`src/rtl/riscv_pkg.sv`:
```
// Shared constants and the fetch FSM state encoding for the RV32 pipeline.
package riscv_pkg;

  localparam logic [31:0] NOP_INSTR        = 32'h0000_0013;
  localparam logic [31:0] RESET_PC_DEFAULT = 32'h0000_0000;

  typedef enum logic [1:0] {
    StReq  = 2'd0,
    StWait = 2'd1,
    StHold = 2'd2
  } fetch_state_e;

endpackage

```
`src/rtl/fetch_cycle_if.sv`:
```
// Single-outstanding instruction-memory request/response bus.
interface fetch_cycle_if;

  logic        imem_req;
  logic [31:0] imem_addr;
  logic        imem_ready;
  logic        imem_rvalid;
  logic [31:0] imem_rdata;

  modport master (
    output imem_req,
    output imem_addr,
    input  imem_ready,
    input  imem_rvalid,
    input  imem_rdata
  );

  modport slave (
    input  imem_req,
    input  imem_addr,
    output imem_ready,
    output imem_rvalid,
    output imem_rdata
  );

endinterface

```
`src/rtl/fetch_cycle.sv`:
```
// Instruction fetch stage: PC register, imem request FSM, one-entry hold buffer and IF/ID register.
module fetch_cycle #(
  parameter logic [31:0] RESET_PC  = riscv_pkg::RESET_PC_DEFAULT,
  parameter logic [31:0] NOP_INSTR = riscv_pkg::NOP_INSTR
) (
  input  logic          clk,
  input  logic          rst,
  input  logic          StallD,
  input  logic          FlushD,
  input  logic          PCSrcE,
  input  logic [31:0]   PCTargetE,
  fetch_cycle_if.master bus,
  output logic [31:0]   InstrD,
  output logic [31:0]   PCD,
  output logic [31:0]   PCPlus4D
);

  import riscv_pkg::fetch_state_e;
  import riscv_pkg::StReq;
  import riscv_pkg::StWait;
  import riscv_pkg::StHold;

  fetch_state_e state_q, state_d;
  logic         kill_q, kill_d;
  logic [31:0]  pc_q, pc_d;
  logic [31:0]  hold_instr_q, hold_instr_d;
  logic [31:0]  hold_pc_q, hold_pc_d;
  logic [31:0]  ifid_instr_q, ifid_instr_d;
  logic [31:0]  ifid_pc_q, ifid_pc_d;
  logic [31:0]  ifid_pc4_q, ifid_pc4_d;

  logic         handshake, delivery, consumed;
  logic [31:0]  cand_instr, cand_pc, redirect_pc;
  logic         unused_tgt_lsb;

  assign unused_tgt_lsb = ^PCTargetE[1:0];
  assign redirect_pc    = {PCTargetE[31:2], 2'b00};

  assign bus.imem_req  = (state_q == StReq) && !rst;
  assign bus.imem_addr = pc_q;

  assign handshake  = bus.imem_req && bus.imem_ready;
  assign delivery   = ((state_q == StWait) && bus.imem_rvalid && !kill_q) || (state_q == StHold);
  assign consumed   = delivery && !StallD && !FlushD && !PCSrcE;
  assign cand_instr = (state_q == StHold) ? hold_instr_q : bus.imem_rdata;
  assign cand_pc    = (state_q == StHold) ? hold_pc_q : pc_q;

  always_comb begin
    state_d      = state_q;
    kill_d       = kill_q;
    hold_instr_d = hold_instr_q;
    hold_pc_d    = hold_pc_q;

    if (PCSrcE) begin
      pc_d = redirect_pc;
    end else if (consumed) begin
      pc_d = pc_q + 32'd4;
    end else begin
      pc_d = pc_q;
    end

    unique case (state_q)
      StReq: begin
        // A request accepted alongside a redirect carries the stale PC.
        if (handshake) begin
          state_d = StWait;
          kill_d  = PCSrcE;
        end
      end
      StWait: begin
        if (bus.imem_rvalid) begin
          kill_d = 1'b0;
          if (kill_q || PCSrcE || FlushD || !StallD) begin
            state_d = StReq;
          end else begin
            state_d      = StHold;
            hold_instr_d = bus.imem_rdata;
            hold_pc_d    = pc_q;
          end
        end else if (PCSrcE) begin
          kill_d = 1'b1;
        end
      end
      StHold: begin
        if (PCSrcE || FlushD || !StallD) begin
          state_d = StReq;
        end
      end
      default: state_d = StReq;
    endcase
  end

  always_comb begin
    ifid_instr_d = NOP_INSTR;
    ifid_pc_d    = 32'd0;
    ifid_pc4_d   = 32'd0;
    if (FlushD) begin
      ifid_instr_d = NOP_INSTR;
    end else if (StallD) begin
      ifid_instr_d = ifid_instr_q;
      ifid_pc_d    = ifid_pc_q;
      ifid_pc4_d   = ifid_pc4_q;
    end else if (consumed) begin
      ifid_instr_d = cand_instr;
      ifid_pc_d    = cand_pc;
      ifid_pc4_d   = cand_pc + 32'd4;
    end
  end

  always_ff @(posedge clk or posedge rst) begin
    if (rst) begin
      state_q      <= StReq;
      kill_q       <= 1'b0;
      pc_q         <= RESET_PC;
      hold_instr_q <= 32'd0;
      hold_pc_q    <= 32'd0;
      ifid_instr_q <= NOP_INSTR;
      ifid_pc_q    <= 32'd0;
      ifid_pc4_q   <= 32'd0;
    end else begin
      state_q      <= state_d;
      kill_q       <= kill_d;
      pc_q         <= pc_d;
      hold_instr_q <= hold_instr_d;
      hold_pc_q    <= hold_pc_d;
      ifid_instr_q <= ifid_instr_d;
      ifid_pc_q    <= ifid_pc_d;
      ifid_pc4_q   <= ifid_pc4_d;
    end
  end

  assign InstrD   = ifid_instr_q;
  assign PCD      = ifid_pc_q;
  assign PCPlus4D = ifid_pc4_q;

endmodule

```
`src/flat_wrapper.sv`:
```
// flat-port wrapper written by rule: the top's interface ports become plain ports
module fetch_cycle_flat import riscv_pkg::fetch_state_e; import riscv_pkg::StReq; import riscv_pkg::StWait; import riscv_pkg::StHold;
#(
  parameter logic [31:0] RESET_PC  = riscv_pkg::RESET_PC_DEFAULT,
  parameter logic [31:0] NOP_INSTR = riscv_pkg::NOP_INSTR
)
  (clk, rst, StallD, FlushD, PCSrcE, PCTargetE, InstrD, PCD, PCPlus4D, bus_imem_req, bus_imem_addr, bus_imem_ready, bus_imem_rvalid, bus_imem_rdata);
  fetch_cycle_if bus_i ();
  input  logic clk;
  input  logic rst;
  input  logic StallD;
  input  logic FlushD;
  input  logic PCSrcE;
  input  logic [31:0] PCTargetE;
  output logic [31:0] InstrD;
  output logic [31:0] PCD;
  output logic [31:0] PCPlus4D;
  output wire logic [$bits(bus_i.imem_req)-1:0] bus_imem_req;
  output wire logic [$bits(bus_i.imem_addr)-1:0] bus_imem_addr;
  input wire logic [$bits(bus_i.imem_ready)-1:0] bus_imem_ready;
  input wire logic [$bits(bus_i.imem_rvalid)-1:0] bus_imem_rvalid;
  input wire logic [$bits(bus_i.imem_rdata)-1:0] bus_imem_rdata;
  assign bus_imem_req = bus_i.imem_req;
  assign bus_imem_addr = bus_i.imem_addr;
  assign bus_i.imem_ready = bus_imem_ready;
  assign bus_i.imem_rvalid = bus_imem_rvalid;
  assign bus_i.imem_rdata = bus_imem_rdata;
  fetch_cycle #(.RESET_PC(RESET_PC), .NOP_INSTR(NOP_INSTR)) u_core (.clk(clk), .rst(rst), .StallD(StallD), .FlushD(FlushD), .PCSrcE(PCSrcE), .PCTargetE(PCTargetE), .bus(bus_i), .InstrD(InstrD), .PCD(PCD), .PCPlus4D(PCPlus4D));
endmodule
```
`config.mk`:
```
export PLATFORM = sky130hd
export DESIGN_NAME = fetch_cycle_flat
export DESIGN_NICKNAME = d
export VERILOG_FILES = /design/src/rtl/riscv_pkg.sv /design/src/rtl/fetch_cycle_if.sv /design/src/rtl/fetch_cycle.sv /design/src/flat_wrapper.sv
export SDC_FILE = /design/constraint.sdc
export NUM_CORES = 1
export LEC_CHECK = 0
export CORE_MARGIN = 3
export CORE_UTILIZATION = 30
export DETAILED_ROUTE_END_ITERATION = 12
export GPL_TIMING_DRIVEN = 0
export PLACE_DENSITY = 0.62
export SETUP_SLACK_MARGIN = 0.02
export SYNTH_ARGS = -nofsm -noshare
export SYNTH_HDL_FRONTEND = slang
export SYNTH_SLANG_ARGS = --single-unit
```
`constraint.sdc`:
```
create_clock -name clk -period 6 [get_ports clk]
set_clock_uncertainty 0.2 [all_clocks]
set_input_delay 0.6 -clock clk [delete_from_list [all_inputs] [get_ports clk]]
set_output_delay 0.6 -clock clk [all_outputs]
set_load 0.01 [all_outputs]
```
==> results of run 1 <==
==> path summary, 6_finish.rpt <==
path	end	slack, ns	from	cells after the start
hold reg to reg	u_core.PCD[25]$_DFFE_PP0P_	0.28	u_core.PCD[25]$_DFFE_PP0P_	1
hold / removal	u_core.PCD[25]$_DFFE_PP0P_	0.28	u_core.PCD[25]$_DFFE_PP0P_	1
min in group asynchronous	u_core.hold_instr_q[8]$_DFFE_PP0P_	0.46	rst	2
setup reg to reg	u_core.PCPlus4D[24]$_DFFE_PP0P_	2.48	u_core.state_q[1]$_DFFE_PP0P_	11
setup / recovery	u_core.PCPlus4D[24]$_DFFE_PP0P_	2.48	u_core.state_q[1]$_DFFE_PP0P_	11
max in group asynchronous	u_core.PCPlus4D[30]$_DFFE_PP0P_	4.18	rst	3
==> critical path: stages, from the launching register on <==
cell     delay, ns
dfrtp_1       0.43
nor2b_1       0.15
buf_4         0.20
buf_2         0.25
buf_1         0.60
nand2_1       0.11
nand2_1       0.12
ha_1          0.29
nand3_4       0.21
nor2_1        0.42
nand4_1       0.14
a32o_1        0.27
==> routing by layer <==
layer,vias up,wire length (µm),GRT usage
met5,-,76,0
met4,10,588,0.05198
met3,38,1808,0.04729
met2,196,12770,0.2710
met1,3482,12020,0.2225
li1,3379,-,-
==> logic make-up after synthesis <==
kind of cell / Yosys count / synth area share
buffers and inverters: 62 / 0.03218
adders and majority gates: 2 / 0.002773
and+or+nand+nor: 272 / 0.1458
other: 1 / 0.0004157
xor gates and xnor gates: 48 / 0.04660
DFF: 188 / 0.5219
muxes: 128 / 0.1542
AOI/OAI and AO/OA: 144 / 0.09612
==> sequential cells by signal, indices dropped and copies added (netlist names) <==
register              cells
u_core.state_q            2
u_core.hold_instr_q      32
u_core.kill_q             1
u_core.PCPlus4D          31
u_core.InstrD            32
u_core.bus.imem_addr     30
u_core.hold_pc_q         30
u_core.PCD               30
==> metrics by stage <==
step	TNS [ns]	hold slack, ns
after floorplan	0	0.2646
after global placement	-510.88	0.2624
after detailed placement	0	0.2731
after CTS	0	0.2899
after global routing	0	0.3106
final	0	0.2838
==> power by group through the flow <==
stage	Combinational [µW]	Clock [µW]	Sequential [µW]
4_1_cts	458	1190	1520
3_5_place_dp	456	0	1550
3_3_place_gp	443	0	1540
5_1_grt	496	1250	1550
6_report	451	1160	1530
2_1_floorplan	265	0	1530
==> synthesized netlist by cell type (all sizes together), types with 2 or more instances <==
| master | number | area, µm² |
|---|---|---|
| xnor2 | 20 | 175.2 |
| or2 | 3 | 18.77 |
| o31a | 2 | 17.52 |
| nor3 | 9 | 56.31 |
| a32o | 3 | 30.03 |
| a2111oi | 2 | 30.03 |
| nor2 | 22 | 82.58 |
| nor4 | 8 | 71.32 |
| a21o | 2 | 15.01 |
| nand4 | 9 | 56.30 |
| buf | 20 | 130.1 |
| mux2 | 66 | 750.7 |
| nand2 | 163 | 611.8 |
| a21oi | 3 | 15.01 |
| inv | 5 | 18.77 |
| and3 | 12 | 75.07 |
| dfstp | 3 | 78.83 |
| dfrtp | 185 | 4629 |
| and4 | 4 | 35.03 |
| nor4b | 2 | 32.53 |
| a22o | 8 | 70.07 |
| xor2 | 28 | 245.2 |
| nand4bb | 2 | 22.52 |
| o21ai | 104 | 524.3 |
| nand3 | 22 | 135.1 |
| a31oi | 6 | 37.54 |
| clkbuf | 37 | 141.4 |
| nand2b | 2 | 12.51 |
| ha | 2 | 25.02 |
| nor2b | 5 | 31.28 |
| o31ai | 5 | 37.54 |
| nor4bb | 2 | 20.02 |
| mux2i | 62 | 640.6 |
==> layout make-up <==
cell class | instances | share of cell area
multi-input cells | 596 | 0.3332
inverters | 5 | 0.002174
well taps | 384 | 0.03976
clock inverters | 11 | 0.01087
repair buffers | 196 | 0.1638
flip-flops and latches | 188 | 0.3896
clock buffers | 21 | 0.03810
plain buffers | 57 | 0.02247
==> impl_metrics.tcl, run 1 <==
set metrics [dict create \
    leakagePower_uw 0.005443 \
    worstSetupPathType "flop to flop" \
    die_w_um 179.4 \
    p_sw_frac 0.2669 \
    area_delta_synth_final_pct 33.95 \
    hold_violations 0 \
    first_iter_violations 321 \
    drive_gt1_frac 0.1276 \
    place_ws_ns 2.281 \
    layout_common_cells "195 x clkdlybuf4s50_1, 185 x dfrtp_1, 163 x nand2_1, 97 x o21ai_0, 63 x mux2_2" \
    period_share 0.5868 \
    synth_cell_types 66 \
    syn_area_um2 9021 \
    wl_per_cell_um 18.70 \
    tightestPinTransition_ns 0.8176 \
    seq_area_frac_synth 0.5219 \
    final_common_cell "clkdlybuf4s50_1" \
    setup_viol 0 \
    die_area_um2 32190 \
    grt_overflow 0 \
    grt_pass1_wl_um 43170 \
    rsz0062_at_grt "no" \
    antenna_found_initial 5 \
    cap_viol_max_count 0 \
    cts.sinks 188 \
    power.internal_uw 2298 \
    hp-class "flop to flop" \
    initial_core_util 0.3093 \
    p_seq_frac 0.487 \
    register_area_um2 4708 \
    dp.cells 1426 \
    placement.io_buffers 195 \
    grt_pass1_vias 7309 \
    synth_edf_count 0 \
    pwr-share-comb 0.144 \
    num_rows 62 \
    report.power.total_uw 3134 \
    gp_congestion 0.8158 \
    end_kind "flop" \
    place_area_um2 11490 \
    cts.clk_slew.worst_paths_ns 0.08 \
    drc 0 \
    cts_buffers 17 \
    ys_seq_elements 188 \
    critPathLaunchType "flop" \
    dieHeight_um 179.4 \
    synth_ff_type "dfrtp_1" \
    fin_nets 1134 \
    coreArea_um2 29170 \
    p_sw_uw 836.4 \
    crit_required_ns 6.12 \
    final_util 0.4143 \
    final_area_um2 12080 \
    grt_max_degree 121 \
    max_freq_ghz 0.2840 \
    cp_max_fo 10 \
    cts_tree "done" \
    insertion_delay_ns 0.43 \
    syn_avg_cell_area_um2 10.68 \
    slew_viol_final 0 \
    drt_first_pass_iters 5 \
    fill_cells 2899 \
    multiInputGateArea_um2 4026 \
    netlist_instances 845 \
    via_count 7105 \
    drt-vias-per-instance 4.873 \
    yosysWarningCount 0 \
    dp_hpwl_um 20680 \
    cts-hold-fix-buffers 0 \
    track_usage 0.1687 \
    io_pins 200 \
    drt-total-wl_um 27260 \
    ir_drop_mv 0.1503 \
    fin_ws_ns 2.479 \
    clock_power_share 0.369 \
    p_per_area_nw_per_um2 259.4 \
    slew_headroom 0.4549 \
    post_cts_buffers 0 \
    async_flop_share 1.000 \
    n_antenna_cell 0 \
    cts_buffer_depth 2 \
    period_needed_ns 3.521 \
    htreeDepth 4 \
    status "finished, final reports clean" \
    cts_resized 0 \
    cp.arrival_ns 3.64 \
    fin_cells 1458 \
    cts-root-buf "clkbuf_16" \
    postRouteAntennaNets 0 \
]
Note: power is estimated with default switching activity, not from simulation.
==> run 2: changes to the inputs <==
clock period = 2.9 ns   (was 6 ns; I/O delays follow)
==> run 2 against run 1 <==
First-iteration DRC count fell by 14%. Sequential power is 110% higher. Final cell count is 0.14% higher. Largest power group unchanged. Highest routed layer unchanged. Core utilization rose by 0.58 points. Maximum frequency rose by 31%. Clock-buffer cell count is 4 lower. Critical path depth shrank 1.
==> impl_metrics.tcl, run 2 (synthesis results as in run 1) <==
set metrics [dict create \
    postRouteAntennaNets 0 \
    fill_cells 2844 \
    p_sw_uw 1806 \
    cts-hold-fix-buffers 0 \
    critPathTopFamily "simple AND/OR/NAND/NOR gates" \
    track_usage 0.1660 \
    drive_gt1_frac 0.1377 \
    htreeDepth 4 \
    critical_path.max_stage_delay_ns 0.43 \
    critPathCapture "u_core.PCPlus4D[28]$_DFFE_PP0P_" \
    place_ws_ns -0.6246 \
    dp_hpwl_um 20730 \
    end_kind "flop" \
    r2r_slack_ns 0.21 \
    slew_headroom 0.4977 \
    grt_overflow 0 \
    max_freq_ghz 0.3720 \
    num_rows 62 \
    cts.clk_slew.worst_paths_ns 0.08 \
    grt_pass1_wl_um 42390 \
    status "finished, final reports clean" \
    fin_nets 1135 \
    path_depth 10 \
    power.internal_uw 4828 \
    die_area_um2 32190 \
    dieHeight_um 179.4 \
    coreArea_um2 29170 \
    hp-class "primary input to asynchronous set/reset pin" \
    wl_per_cell_um 18.57 \
    final_util 0.4201 \
    layout_common_cells "195 x clkdlybuf4s50_1, 184 x dfrtp_1, 163 x nand2_1, 96 x o21ai_0, 63 x mux2_2" \
    p_per_area_nw_per_um2 541.3 \
    first_iter_violations 275 \
    crit_required_ns 3.04 \
    slowest_stage "dfrtp_1" \
    critPathLaunchType "flop" \
    placement.io_buffers 195 \
    cp_num_buf_inv 3 \
    cts_buffers 17 \
    tightestPinTransition_ns 0.7507 \
    reg2reg_from "u_core.state_q[0]$_DFFE_PP0P_" \
    r2r.worst_path.cells 10 \
    ir_drop_mv 0.3594 \
    pwr-share-comb 0.143 \
    drt-vias-per-instance 4.799 \
    antenna_found_initial 3 \
    rsz0062_at_grt "no" \
    register_area_um2 4710 \
    area_delta_synth_final_pct 35.84 \
    cts_tree "done" \
    grt_pass1_vias 7114 \
    leakagePower_uw 0.005514 \
    drc 0 \
    hold_violations 0 \
    fin_ws_ns 0.2116 \
    p_sw_frac 0.2722 \
    period_needed_ns 2.688 \
    cts.sinks 188 \
    io_pins 200 \
    tns_ns 0 \
    grt_max_degree 40 \
    cap_viol_max_count 0 \
    insertion_delay_ns 0.43 \
    via_count 7006 \
    initial_core_util 0.3093 \
    cts_buffer_depth 2 \
    cts-root-buf "clkbuf_16" \
    setup_viol 0 \
    cp_max_fo 14 \
    final_common_cell "clkdlybuf4s50_1" \
    period_share 0.9270 \
    worstSetupPathType "flop to flop" \
    multiInputGateArea_um2 4045 \
    drt-total-wl_um 27110 \
    drt_first_pass_iters 4 \
    report.power.total_uw 6633 \
    worstSetupStartpoint "u_core.state_q[0]$_DFFE_PP0P_" \
    die_w_um 179.4 \
    timing.rr.end "u_core.PCPlus4D[28]$_DFFE_PP0P_" \
    gp_congestion 0.8092 \
    clock_power_share 0.381 \
    worstPathCellList "nand2b_1 > buf_6 > buf_16 > mux2i_1 > inv_1 > ha_4 > nand3_4 > or2_1 > o31a_1 > o31ai_1" \
    slew_viol_final 0 \
    p_seq_frac 0.476 \
    cp.arrival_ns 2.83 \
]
## run 2: cell count changes in the layout (fill, tap and decap cells not counted), sizes merged
| cell | change |
|---|---|
| clkbuf | -5 |
| clkinv | +2 |
| bufinv | +1 |
| buf | +2 |
| diode | +1 |
| inv | +1 |
## run 2: area by class of cell
class                           instances  share of cell area
Buffer                                 53             0.02287
Antenna cell                            1           0.0002042
Tap cell                              384             0.03921
Multi-Input combinational cell        596              0.3301
Clock inverter                         15             0.01664
Timing Repair Buffer                  201              0.1701
Sequential cell                       188              0.3843
Clock buffer                           17             0.03471
Inverter                                5            0.001838
## run 2: how the worst min path moves through the flow
| stage | startpoint | endpoint | slack (ns) | depth (start not counted) |
|---|---|---|---|---|
| global route | PCTargetE[16] | u_core.bus.imem_addr[16]$_DFFE_PP0P_ | 0.22 | 3 |
| CTS | rst | u_core.bus.imem_addr[24]$_DFFE_PP0P_ | 0.18 | 2 |
| detailed placement | u_core.PCD[25]$_DFFE_PP0P_ | u_core.PCD[25]$_DFFE_PP0P_ | 0.26 | 1 |
| global placement | u_core.InstrD[31]$_DFFE_PP0P_ | u_core.InstrD[31]$_DFFE_PP0P_ | 0.26 | 2 |
| finish | rst | u_core.InstrD[5]$_DFFE_PP0P_ | 0.17 | 2 |
| floorplan | bus_imem_rvalid | u_core.state_q[0]$_DFFE_PP0P_ | 0.20 | 1 |
## run 2: routing by layer
layer	share of wire	wire [µm]	track usage
met5	0.0013	36	0
met4	0.023	625	0.05384
met3	0.050	1365	0.04022
met2	0.46	12460	0.2608
met1	0.47	12620	0.2266
## run 2: power by group through the flow
| stage | sequential (µW) | clock (µW) | combinational, µW |
|---|---|---|---|
| 4_1_cts | 3150 | 2570 | 959 |
| 3_5_place_dp | 3200 | 0 | 956 |
| 6_report | 3150 | 2530 | 951 |
| 5_1_grt | 3200 | 2700 | 1040 |
| 3_3_place_gp | 3190 | 0 | 916 |
| 2_1_floorplan | 3160 | 0 | 548 |
## run 2: through the flow
stage                     instances  area [µm²]  hold slack, ns
final                          1460       12250          0.1671
after global routing           1459       12250          0.2223
after CTS                      1459       12200          0.1839
after detailed placement       1430       11570          0.2645
after global placement         1425       11460          0.2625
after floorplan                 846        9029          0.1981
## run 2: worst register-to-register path, stage by stage (launching register included)
cell      delay (ns)
dfrtp_1         0.43
nand2b_1        0.17
buf_6           0.18
buf_16          0.18
mux2i_1         0.14
inv_1           0.17
ha_4            0.20
nand3_4         0.15
or2_1           0.32
o31a_1          0.29
o31ai_1         0.19
## run 2: timing repair
| item | CTS | global route |
|---|---|---|
| cloned | 0 | 1 |
| resized for setup | 9 | 6 |
| pin swaps | 0 | 0 |
| setup endpoints to repair | 75 | 14 |
| buffers inserted | 0 | 0 |
==> run 3: changes to the inputs <==
RECOVER_POWER = 100   (was default)
==> run 3 against run 2 <==
Total power down 0.62%. First-iteration DRC count down 2.9%. Via count up 0.73%. Critical path depth down 5. Register-to-register slack worse by 0.03 ns. Wire length about the same. Worst setup slack worse by 0.029 ns. Clock-buffer cell count unchanged. Largest power group unchanged.
==> impl_metrics.tcl, run 3 (synthesis results as in run 1) <==
set metrics [dict create \
    status "finished, final reports clean" \
    cts_buffer_depth 2 \
    drc 0 \
    slew_viol_final 0 \
    fill_cells 2846 \
    cts-root-buf "clkbuf_16" \
    antenna_found_initial 5 \
    max_freq_ghz 0.3679 \
    via_count 7057 \
    register_area_um2 4710 \
    period_share 0.9372 \
    cp.arrival_ns 2.89 \
    use_met1 0.2266 \
    initial_core_util 0.3093 \
    r2r.worst_path.cells 5 \
    leakagePower_uw 0.005847 \
    cts.clk_slew.worst_paths_ns 0.07 \
    critPathLaunchType "flop" \
    rsz0062_at_grt "no" \
    cts-hold-fix-buffers 0 \
    io_pins 200 \
    placement.io_buffers 195 \
    grt_max_degree 40 \
    hold_start "PCTargetE[21]" \
    multiInputGateArea_um2 4045 \
    slew_headroom 0.07189 \
    drt-vias-per-instance 4.834 \
    gp_congestion 0.8092 \
    cp_max_fo 10 \
    cp_num_buf_inv 1 \
    tightestPinTransition_ns 1.385 \
    crit_required_ns 3.07 \
    slowest_stage "nor2_1" \
    coreArea_um2 29170 \
    track_usage 0.1660 \
    drive_gt1_frac 0.1367 \
    end_kind "flop" \
    postRouteAntennaNets 0 \
    fin_nets 1135 \
    final_common_cell "dfrtp_1" \
    grt_overflow 0 \
    holdPathEnd "u_core.bus.imem_addr[21]$_DFFE_PP0P_" \
    cts_tree "done" \
    reg2reg_from "u_core.state_q[1]$_DFFE_PP0P_" \
    htreeDepth 4 \
    num_rows 62 \
    grt_pass1_vias 7114 \
    setup_viol 0 \
    ir_drop_mv 0.3597 \
    critical_path.max_stage_delay_ns 0.63 \
    cts_buffers 17 \
    r2r_slack_ns 0.18 \
    worstPathCellList "nor4bb_1 > o21ai_0 > nor2_1 > clkbuf_2 > a22o_1" \
    insertion_delay_ns 0.43 \
    timing.rr.end "u_core.PCD[3]$_DFFE_PP0P_" \
    cap_viol_max_count 0 \
    use_met2 0.2608 \
    layout_common_cells "184 x dfrtp_1, 163 x nand2_1, 129 x dlygate4sd3_1, 102 x o21ai_0, 66 x clkdlybuf4s50_1" \
    worstHoldPathCells 3 \
    post_cts_buffers 0 \
    hp-class "primary input to flop" \
    grtUsageMet3 0.04022 \
    drt_first_pass_iters 4 \
    grt_pass1_wl_um 42390 \
    place_ws_ns -0.6246 \
    die_w_um 179.4 \
    first_iter_violations 267 \
    die_area_um2 32190 \
    drt-total-wl_um 27090 \
    area_delta_synth_final_pct 35.31 \
    hold_violations 0 \
    critPathTopFamily "simple AND/OR/NAND/NOR gates" \
    dp_hpwl_um 20730 \
    dieHeight_um 179.4 \
    period_needed_ns 2.718 \
    fin_ws_ns 0.1822 \
    p_per_area_nw_per_um2 540.0 \
    wl_per_cell_um 18.55 \
    worstSetupPathType "flop to flop" \
    top_usage_layer "met2" \
    hold_slack_ns 0.2134 \
    cts.sinks 188 \
]
-- run 3: changes by cell type in the layout (fill, tap and decap cells not counted), sizes merged --
cell,change
clkbuf,+5
clkdlybuf4s50,-129
dlygate4sd3,+129
buf,-5
-- run 3: report_power, final --
group	internal (µW)	total [µW]	switching (µW)
clock network	1390	2520	1130
registers	2920	3150	228
logic	485	920	435
-- run 3: area by class of cell --
type | count | share of cell area
timing repair buffer | 201 | 0.1672
tap | 384 | 0.03936
clock buffer | 17 | 0.03485
inverter | 5 | 0.001640
sequential | 188 | 0.3858
antenna | 1 | 0.0002050
clock inverter | 15 | 0.01671
multi-input combinational | 596 | 0.3314
buffer | 53 | 0.02286
-- run 3: per-layer routing --
metal,share of wire,vias to the layer above
met3,0.051,44
met1,0.46,3419
met2,0.46,194
li1,-,3390
met5,0.0020,-
met4,0.024,10
-- run 3: through the flow --
step	TNS [ns]	total power, µW	area [µm²]	instances	utilization
6_report	0	6592	12210	1460	0.4185
5_1_grt	0	6914	12200	1459	0.4184
4_1_cts	0	6684	12200	1459	0.4184
3_5_place_dp	-38.71	4159	11570	1430	0.3966
3_3_place_gp	-347.85	4107	11460	1425	0.3929
2_1_floorplan	-1.487	3712	9029	846	-
-- run 3: tightest hold or removal path, delay by kind of cell --
kind / cells / cell delay, ns
compound gates: 1 / 0.06
simple gates: 1 / 0.06
buf+inv: 1 / 0.39
-- run 3: worst max path at each step --
stage                                   from                             endpoint  slack, ns  cells after the start
2_1_floorplan                            rst        u_core.InstrD[10]$_DFFE_PP0P_     -0.008                      1
3_3_place_gp                             rst      u_core.PCPlus4D[23]$_DFFE_PP0P_      -1.70                      2
3_5_place_dp   u_core.state_q[1]$_DFFE_PP0P_      u_core.PCPlus4D[24]$_DFFE_PP0P_      -0.62                     11
4_1_cts        u_core.state_q[0]$_DFFE_PP0P_      u_core.PCPlus4D[28]$_DFFE_PP0P_        0.1                     10
5_1_grt                               StallD  u_core.hold_instr_q[20]$_DFFE_PP0P_       0.03                      7
6_report       u_core.state_q[1]$_DFFE_PP0P_            u_core.PCD[3]$_DFFE_PP0P_       0.18                      5
-- run 3: what timing repair did --
| item | CTS | global route |
|---|---|---|
| gates cloned | 0 | 1 |
| gates resized for setup | 9 | 6 |
| endpoints found under the setup margin | 75 | 14 |
